**src/rtl/fb_cell_scanout_if.sv**
```systemverilog
// Pixel-side bus between the scanout engine, the cell memory and the display sink.
// The master modport is the scanout engine; the slave modport is the memory/display side.
`timescale 1ns/1ps
interface fb_cell_scanout_if;
   logic [13:0] pixCellIx;
   logic [31:0] cellData1;
   logic [31:0] cellData2;
   logic        scrEnable;
   logic [11:0] fgColor;
   logic [11:0] bgColor;
   logic [11:0] pixRgb;
   logic        pixHsync;
   logic        pixVsync;
   logic        pixDe;
   logic        irqVblank;

   modport master (
      output pixCellIx, pixRgb, pixHsync, pixVsync, pixDe, irqVblank,
      input  cellData1, cellData2, scrEnable, fgColor, bgColor
   );

   modport slave (
      input  pixCellIx, pixRgb, pixHsync, pixVsync, pixDe, irqVblank,
      output cellData1, cellData2, scrEnable, fgColor, bgColor
   );
endinterface

```
**src/rtl/fb_cell_scanout.sv**
```systemverilog
// Raster timing plus 8x8 1-bpp cell decode; every output lags the counters by CELL_LAT+2 clocks.
`timescale 1ns/1ps
module fb_cell_scanout #(
   parameter int H_ACTIVE = 320,
   parameter int HS_START = 328,
   parameter int HS_LEN   = 48,
   parameter int H_TOTAL  = 400,
   parameter int V_ACTIVE = 200,
   parameter int VS_START = 212,
   parameter int VS_LEN   = 2,
   parameter int V_TOTAL  = 262,
   parameter int CELLS_X  = 40,
   parameter int CELL_LAT = 2
) (
   input logic                  clock,
   input logic                  reset,
   fb_cell_scanout_if.master    bus
);
   localparam int HW    = $clog2(H_TOTAL);
   localparam int VW    = $clog2(V_TOTAL);
   localparam int DEPTH = CELL_LAT + 1;

   typedef struct packed {
      logic       act;
      logic [2:0] x;
      logic [2:0] r;
      logic       hs;
      logic       vs;
      logic       vb;
   } tag_t;

   logic [HW-1:0] h_cnt_reg;
   logic [VW-1:0] v_cnt_reg;
   logic          h_last;
   logic          v_last;
   tag_t          tag_next;
   logic [13:0]   cell_ix_next;
   logic [13:0]   cell_ix_reg;

   assign h_last = (h_cnt_reg == HW'(H_TOTAL - 1));
   assign v_last = (v_cnt_reg == VW'(V_TOTAL - 1));

   always_ff @(posedge clock or negedge reset) begin
      if (!reset) begin
         h_cnt_reg <= '0;
         v_cnt_reg <= '0;
      end else begin
         h_cnt_reg <= h_last ? '0 : h_cnt_reg + 1'b1;
         if (h_last)
            v_cnt_reg <= v_last ? '0 : v_cnt_reg + 1'b1;
      end
   end

   always_comb begin
      tag_next     = '0;
      tag_next.act = (h_cnt_reg < HW'(H_ACTIVE)) && (v_cnt_reg < VW'(V_ACTIVE));
      tag_next.x   = h_cnt_reg[2:0];
      tag_next.r   = v_cnt_reg[2:0];
      tag_next.hs  = (h_cnt_reg >= HW'(HS_START)) && (h_cnt_reg < HW'(HS_START + HS_LEN));
      tag_next.vs  = (v_cnt_reg >= VW'(VS_START)) && (v_cnt_reg < VW'(VS_START + VS_LEN));
      tag_next.vb  = (h_cnt_reg == '0) && (v_cnt_reg == VW'(V_ACTIVE));
      cell_ix_next = tag_next.act
                   ? 14'(v_cnt_reg >> 3) * 14'(CELLS_X) + 14'(h_cnt_reg >> 3)
                   : '0;
   end

   always_ff @(posedge clock or negedge reset) begin
      if (!reset) cell_ix_reg <= '0;
      else        cell_ix_reg <= cell_ix_next;
   end

   // Sideband delay line: the last stage lines up with the cell words fetched for its index.
   genvar gi;
   generate
      for (gi = 0; gi < DEPTH; gi++) begin : g_stage
         tag_t stage_reg;
         if (gi == 0) begin : g_first
            always_ff @(posedge clock or negedge reset) begin
               if (!reset) stage_reg <= '0;
               else        stage_reg <= tag_next;
            end
         end else begin : g_rest
            always_ff @(posedge clock or negedge reset) begin
               if (!reset) stage_reg <= '0;
               else        stage_reg <= g_stage[gi-1].stage_reg;
            end
         end
      end
   endgenerate

   tag_t        dec;
   logic [31:0] word;
   logic        pix_bit;
   logic [11:0] rgb_reg;
   logic        hsync_reg;
   logic        vsync_reg;
   logic        de_reg;
   logic        irq_reg;

   assign dec  = g_stage[DEPTH-1].stage_reg;
   assign word = dec.r[2] ? bus.cellData2 : bus.cellData1;
   // 31 - 8*r - x on 5 bits is simply the complement of {r[1:0], x}.
   assign pix_bit = word[~{dec.r[1:0], dec.x}];

   always_ff @(posedge clock or negedge reset) begin
      if (!reset) begin
         rgb_reg   <= '0;
         hsync_reg <= 1'b1;
         vsync_reg <= 1'b1;
         de_reg    <= 1'b0;
         irq_reg   <= 1'b0;
      end else begin
         rgb_reg   <= (dec.act && bus.scrEnable) ? (pix_bit ? bus.fgColor : bus.bgColor) : '0;
         hsync_reg <= ~dec.hs;
         vsync_reg <= ~dec.vs;
         de_reg    <= dec.act;
         irq_reg   <= dec.vb;
      end
   end

   assign bus.pixCellIx = cell_ix_reg;
   assign bus.pixRgb    = rgb_reg;
   assign bus.pixHsync  = hsync_reg;
   assign bus.pixVsync  = vsync_reg;
   assign bus.pixDe     = de_reg;
   assign bus.irqVblank = irq_reg;
endmodule

```
**src/flat_wrapper.sv**
```systemverilog
// flat-port wrapper written by rule: the top's interface ports become plain ports
module fb_cell_scanout_flat 
#(
   parameter int H_ACTIVE = 320,
   parameter int HS_START = 328,
   parameter int HS_LEN   = 48,
   parameter int H_TOTAL  = 400,
   parameter int V_ACTIVE = 200,
   parameter int VS_START = 212,
   parameter int VS_LEN   = 2,
   parameter int V_TOTAL  = 262,
   parameter int CELLS_X  = 40,
   parameter int CELL_LAT = 2
)
  (clock, reset, bus_pixCellIx, bus_pixRgb, bus_pixHsync, bus_pixVsync, bus_pixDe, bus_irqVblank, bus_cellData1, bus_cellData2, bus_scrEnable, bus_fgColor, bus_bgColor);
  fb_cell_scanout_if bus_i ();
  input logic clock;
  input logic reset;
  output wire logic [$bits(bus_i.pixCellIx)-1:0] bus_pixCellIx;
  output wire logic [$bits(bus_i.pixRgb)-1:0] bus_pixRgb;
  output wire logic [$bits(bus_i.pixHsync)-1:0] bus_pixHsync;
  output wire logic [$bits(bus_i.pixVsync)-1:0] bus_pixVsync;
  output wire logic [$bits(bus_i.pixDe)-1:0] bus_pixDe;
  output wire logic [$bits(bus_i.irqVblank)-1:0] bus_irqVblank;
  input wire logic [$bits(bus_i.cellData1)-1:0] bus_cellData1;
  input wire logic [$bits(bus_i.cellData2)-1:0] bus_cellData2;
  input wire logic [$bits(bus_i.scrEnable)-1:0] bus_scrEnable;
  input wire logic [$bits(bus_i.fgColor)-1:0] bus_fgColor;
  input wire logic [$bits(bus_i.bgColor)-1:0] bus_bgColor;
  assign bus_pixCellIx = bus_i.pixCellIx;
  assign bus_pixRgb = bus_i.pixRgb;
  assign bus_pixHsync = bus_i.pixHsync;
  assign bus_pixVsync = bus_i.pixVsync;
  assign bus_pixDe = bus_i.pixDe;
  assign bus_irqVblank = bus_i.irqVblank;
  assign bus_i.cellData1 = bus_cellData1;
  assign bus_i.cellData2 = bus_cellData2;
  assign bus_i.scrEnable = bus_scrEnable;
  assign bus_i.fgColor = bus_fgColor;
  assign bus_i.bgColor = bus_bgColor;
  fb_cell_scanout #(.H_ACTIVE(H_ACTIVE), .HS_START(HS_START), .HS_LEN(HS_LEN), .H_TOTAL(H_TOTAL), .V_ACTIVE(V_ACTIVE), .VS_START(VS_START), .VS_LEN(VS_LEN), .V_TOTAL(V_TOTAL), .CELLS_X(CELLS_X), .CELL_LAT(CELL_LAT)) u_core (.clock(clock), .reset(reset), .bus(bus_i));
endmodule
```
**config.mk**
```make
export PLATFORM = sky130hd
export DESIGN_NAME = fb_cell_scanout_flat
export DESIGN_NICKNAME = d
export VERILOG_FILES = /design/src/rtl/fb_cell_scanout_if.sv /design/src/rtl/fb_cell_scanout.sv /design/src/flat_wrapper.sv
export SDC_FILE = /design/constraint.sdc
export NUM_CORES = 1
export LEC_CHECK = 0
export ABC_AREA = 1
export BUFFER_PORTS_ARGS = -buffer_cell sky130_fd_sc_hd__buf_2
export CORE_ASPECT_RATIO = 0.9
export CORE_MARGIN = 3
export CORE_UTILIZATION = 45
export DETAILED_ROUTE_END_ITERATION = 10
export PLACE_DENSITY = 0.76
export SLEW_MARGIN = 20
export SYNTH_ARGS = -nofsm -noshare
export SYNTH_HDL_FRONTEND = slang
export SYNTH_SLANG_ARGS = --single-unit
```
**constraint.sdc**
```tcl
create_clock -name clock -period 5.3 [get_ports clock]
set_input_delay 0.795 -clock clock [delete_from_list [all_inputs] [get_ports clock]]
set_output_delay 0.795 -clock clock [all_outputs]
set_load 0.01 [all_outputs]
```
# After elaboration in Yosys (flattened, before gate mapping)
# Cells that the tools add are included.
# classes
add_sub_neg	3
multipliers	1
magnitude_cmp	7
n_eq_ne	3
n_mux	8
bitwise	3
n_reduce_logical	6
# op_table
op	n
$mux W32	1
$mux W12	2
$add A9 B1 Y9 const B	2
$eq A9 B9 Y1 const B	2
$lt A9 B8 Y1 const B	2
$lt A9 B9 Y1 const B	2
$mux W9	2
$add A14 B6 Y14	1
$mux W14	1
$eq A9 B8 Y1 const B	1
$ge A9 B8 Y1 const B	1
$ge A9 B9 Y1 const B	1
$logic_not A9 Y1	1
$mul A6 B3 Y9 const B	1
$lt A5 B6 Y1 const B	1
$bmux W1 S5	1
$logic_and A1 B1 Y1	5
$not A5 Y5	1
$not A1 Y1	2
$mux W1	1
# totals
regBits	78
elab_cells	57

# Depth between registers and ports, before layout
# logic_depth
depth_word	5
ltp_mapped	14
mapped_depth_nobuf	11

# Least setup slack after synthesis
# OpenSTA, ideal clock, no wires.
# synth_path
path_kind	register -> register
startpoint	register u_core.v_cnt_reg[4]
endpoint	register u_core.cell_ix_reg[10], in the netlist u_core.bus.pixCellIx[10]
setup_time_ns	0.078
arrival_ns	2.031
slack_ns	3.192
path_stages_with_launch	10
n_path_buf	0
synth_period_minus_slack_ns	2.108
path_cell_list	dfrtp_1 -> ha_1 -> ha_1 -> inv_1 -> fa_1 -> xnor2_1 -> nand2_1 -> nor2_1 -> o21ai_0 -> a21oi_1
# synth_via
elab_chain_len	3
elab_cells_between_ends	5
cone_classes	1 x add/sub; 1 x mul; 1 x order compare; 1 x mux; 1 x reduce/logical
# synth_lines
item	line	source
start, declared	fb_cell_scanout.sv:33	logic [VW-1:0] v_cnt_reg;
start signal, assigned	fb_cell_scanout.sv:50	v_cnt_reg <= v_last ? '0 : v_cnt_reg + 1'b1;
$mul A6 B3 Y9 or $lt A9 B8 Y1 (tied branches)	fb_cell_scanout.sv:63, fb_cell_scanout.sv:56	
$add A14 B6 Y14 or $logic_and A1 B1 Y1 (tied branches)	fb_cell_scanout.sv:63, fb_cell_scanout.sv:56	
$mux W14 (*)	fb_cell_scanout.sv:63	? 14'(v_cnt_reg >> 3) * 14'(CELLS_X) + 14'(h_cnt_reg >> 3)
via u_core.cell_ix_next[10]	fb_cell_scanout.sv:37	logic [13:0] cell_ix_next;
end signal, assigned	fb_cell_scanout.sv:69	else cell_ix_reg <= cell_ix_next;
end, declared	fb_cell_scanout.sv:38	logic [13:0] cell_ix_reg;
# Mark *: on every way through the listed nets, which the timed path passes. The rest lies on a longest branch.
# A chain may end at the register's enable or synchronous reset.

# Worst setup path after layout
# layout_path
startpoint	register u_core.g_stage[2].stage_reg, in the netlist u_core.dec[5]
endpoint	register u_core.rgb_reg[3], in the netlist u_core.bus.pixRgb[3]
# layout_via
elab_chain_len	5
# layout_lines
item	line	source
start, declared	fb_cell_scanout.sv:76	tag_t stage_reg;
start signal, assigned	fb_cell_scanout.sv:85	else stage_reg <= g_stage[gi-1].stage_reg;
$mux W32	fb_cell_scanout.sv:101	assign word = dec.r[2] ? bus.cellData2 : bus.cellData1;
$bmux W1 S5	fb_cell_scanout.sv:103	assign pix_bit = word[~{dec.r[1:0], dec.x}];
$mux W1 (implied by the code)	fb_cell_scanout.sv:103	
$mux W12 (2 in a row)	fb_cell_scanout.sv:113	rgb_reg <= (dec.act && bus.scrEnable) ? (pix_bit ? bus.fgColor : bus.bgColor) : '0;
end signal, assigned	fb_cell_scanout.sv:113	
end, declared	fb_cell_scanout.sv:94	logic [11:0] rgb_reg;
# Every way passes these cells. The select of a mux whose other input is x is not followed.

==> results.md <==
- Post-synth top area share: 47.39%
- Post-CTS sizing: 0
- Max_cap viols: 0
- GR Overflow Total: 0
- Warnings from Yosys: 0
- CTS Buf Count: 9
- # IOs: 121
- IO buf count: 119
- Synth Instances: 470
- Slowest CP cell: dfrtp_1
- Final max-slew violation count: 0
- Switching pwr: 0.0002347 W
- CTS Sinks: 77
- Post-synthesis sequential area ratio: 48.72%
- All-Layer GR Usage: 17.43%
- Die Width: 104.9 um
- Post-DP HPWL: 6486 um
- Critical path launch point type: flip-flop
- Leakage: between 2 and 3 nW
- Main synth FF type: dfrtp_1
- Largest register FFs: 20
- Core footprint: 8300 um2
- Min Tclk post-route: between 2 and 2.5 ns
- Power Dens Cells: 231.1 nW/um2
- Share of the cycle needed by the critical path after routing: 45.83%
- Count leader, synth: nand2_1
- Clock share of power: a little under two fifths
- Crit-path most repeated cell: nand2_1
- Antenna cells: 0
- Vias in the first global route: approximately 3300
- Max VDD drop: 0.1208 mV
- Sw frac: 21.38%
- Fill count: 768
- Status: complete, no violations
- Worst Hold Class: flip-flop to flip-flop
- CP peak stage delay: 1.02 ns
- WL/cell: 12.06 um
- Post-synth top area cell: dfrtp_1
- Drt total wl: about 8500 um
- Int Power: 0.0008630 W
- Die Area: 9964 um2
- Worst skew pair latency: between 0.3 and 0.4 ns
- Worst Setup Path Type: flip-flop to flip-flop
- Clk_skew: 0.008647 ns
- Die height: 95.00 um
- CP cell instances: inv_6, nand2_1, nand3_1, nand3_1, nand2_1, nand2_1, nand3_2, nand3_4, nand3_1, nand2_1, nor2_1
- Layout Nets: 692
- Row cnt: 31
- Hold Fails Final Rpt: 0
- Setup TNS Final: 0 ns
- Hold_buf cts: 0
- First-pass GRT wire length: ~14000 um
- Clock slew at reported path FFs: 0.07 ns
- Via/cell ratio: 4.898
- Logic gate share of total power: 7.8%
- Slew @ Worst Pin: 1.029 ns
- Fin util: 57.22%
- Initial antenna violation count: 0
- Root Driver: clkbuf_8
- Avg Cell Area, Syn: 8.426 um2
- Initial DRC count: 207
- Peak Freq: around 400 MHz
- Critical Path RT: around 5.5 ns
- Worst Setup End Kind: flip-flop
- RSZ-0062 raised after global routing: false
- Largest net degree at the start of global routing: 78
- Layout cells sized above 1: 25.30%
- Pre-Repair DR Iteration Count: 4
- Post CTS Setup Buffer Count: 0
- Post-synth top cells: nand2_1, dfrtp_1, nand3_1
- Clock tree buffer depth: 2
- Async set-or-reset flop fraction in the synthesized netlist: between 90% and 100%
- H-Tree Depth: 3
- Hold WS: 0.3462 ns
- Distinct cells, synth: 31
- Flop pwr share: between 50% and 60%
- DR vias: 3448
- CTS tree: done
- Post-synth EDFFs: 0
- DRC: 0
- Rel. slew slack: 31.38%
- Final setup fails: 0
- Worst EP arrival: 2.65 ns
- Cell Area, Synth: 3960 um2
- Antenna viol nets, final: 0
- Crit-path max FO: 33
- Layout area overhead: 19.94%
- Largest cells by area after synthesis: dfrtp_1, nand2_1, nand3_1, inv_1, ha_1
- Placer Congestion: 0.8528
- Initial Util: 47.71%
- Register bit total from synthesis: 77
## cells by family (layout without fill, tap and decap cells)
family / Yosys count / after routing / share of synthesized area (%)
AO/OA/AOI/OAI: 47 / 47 / 6.098
XOR/XNOR: 5 / 5 / 1.106
AND/OR/NAND/NOR: 252 / 252 / 29.23
buffers and inverters: 71 / 189 / 9.005
flip-flops: 77 / 77 / 48.72
other: 1 / 2 / 0.09470
adder cells (fa/ha/maj): 17 / 17 / 5.750
## through the flow
step	std cells	setup WS, ns	instance area (um2)	total power, W
after global routing	704	2.615	4750	0.001155
after global placement	688	2.963	4557	0.0006912
after CTS	704	2.886	4750	0.001116
final	704	2.871	4750	0.001098
after detailed placement	688	2.900	4557	0.0006927
after floorplan	471	3.192	3964	0.0006395
## placed cells by master (no fill, tap or decap), types with 2 or more instances in the layout
cell and count:
nor2_1 41, dfstp_2 2, ha_1 15, clkinv_2 2
inv_1 52, fa_1 2, nor2_2 3, nand2_1 116
clkbuf_8 10, o21ai_0 14, nor3_1 7, nor3b_1 2
a21oi_1 30, nand4_1 3, nand3_4 2, nand3_1 69
dfrtp_1 75, buf_2 118, xor2_1 4, clkbuf_1 2
conb_1 2, nand3_2 5, nor4_1 2
## cell type report
cell class / instances / area (um2) / area share (%)
multi-input combinational: 323 / 1678 / 35.33
tap: 115 / 143.9 / 3.030
timing repair buffer: 119 / 598.1 / 12.59
inverter: 54 / 207.7 / 4.373
clock inverter: 4 / 47.55 / 1.001
clock buffer: 12 / 145.1 / 3.056
sequential: 77 / 1929 / 40.62
## power groups by stage
stage | registers (W) | logic, W | clock network, W
floorplan | 0.000611 | 0.0000289 | 0
global placement | 0.000606 | 0.0000847 | 0
detailed placement | 0.000606 | 0.0000862 | 0
CTS | 0.000595 | 0.0000867 | 0.000434
global route | 0.000595 | 0.0000971 | 0.000463
finish | 0.000595 | 0.0000851 | 0.000417
## path summary, 6_finish.rpt
kind	startpoint	to	slack [ns]	cells after the start
max	u_core.dec[5]	u_core.bus.pixRgb[3]	2.87	11
min in group asynchronous	reset	u_core.bus.pixRgb[11]	0.59	1
min	u_core.g_stage[1].stage_reg[2]	u_core.dec[2]	0.35	0
max in group asynchronous	reset	u_core.h_cnt_reg[2]	4.10	1
max reg2reg	u_core.dec[5]	u_core.bus.pixRgb[3]	2.87	11
min reg2reg	u_core.g_stage[1].stage_reg[2]	u_core.dec[2]	0.35	0
## critical path: cells and delay by family, from the launching register on
family / cells / cell delay (ns)
simple gates: 10 / 1.05
flops: 1 / 1.02
buf+inv: 1 / 0.23
## per-layer routing
metal	track usage, %	wire length [um]	vias to the layer above	share of wire (%)
met5	0	0	-	0
met4	2.842	18	0	0.21
met3	5.537	530	2	6.2
met2	29.65	4141	97	49
met1	22.39	3797	1615	45
li1	-	-	1734	-
No activity file was read; power rests on OpenSTA's default activity.
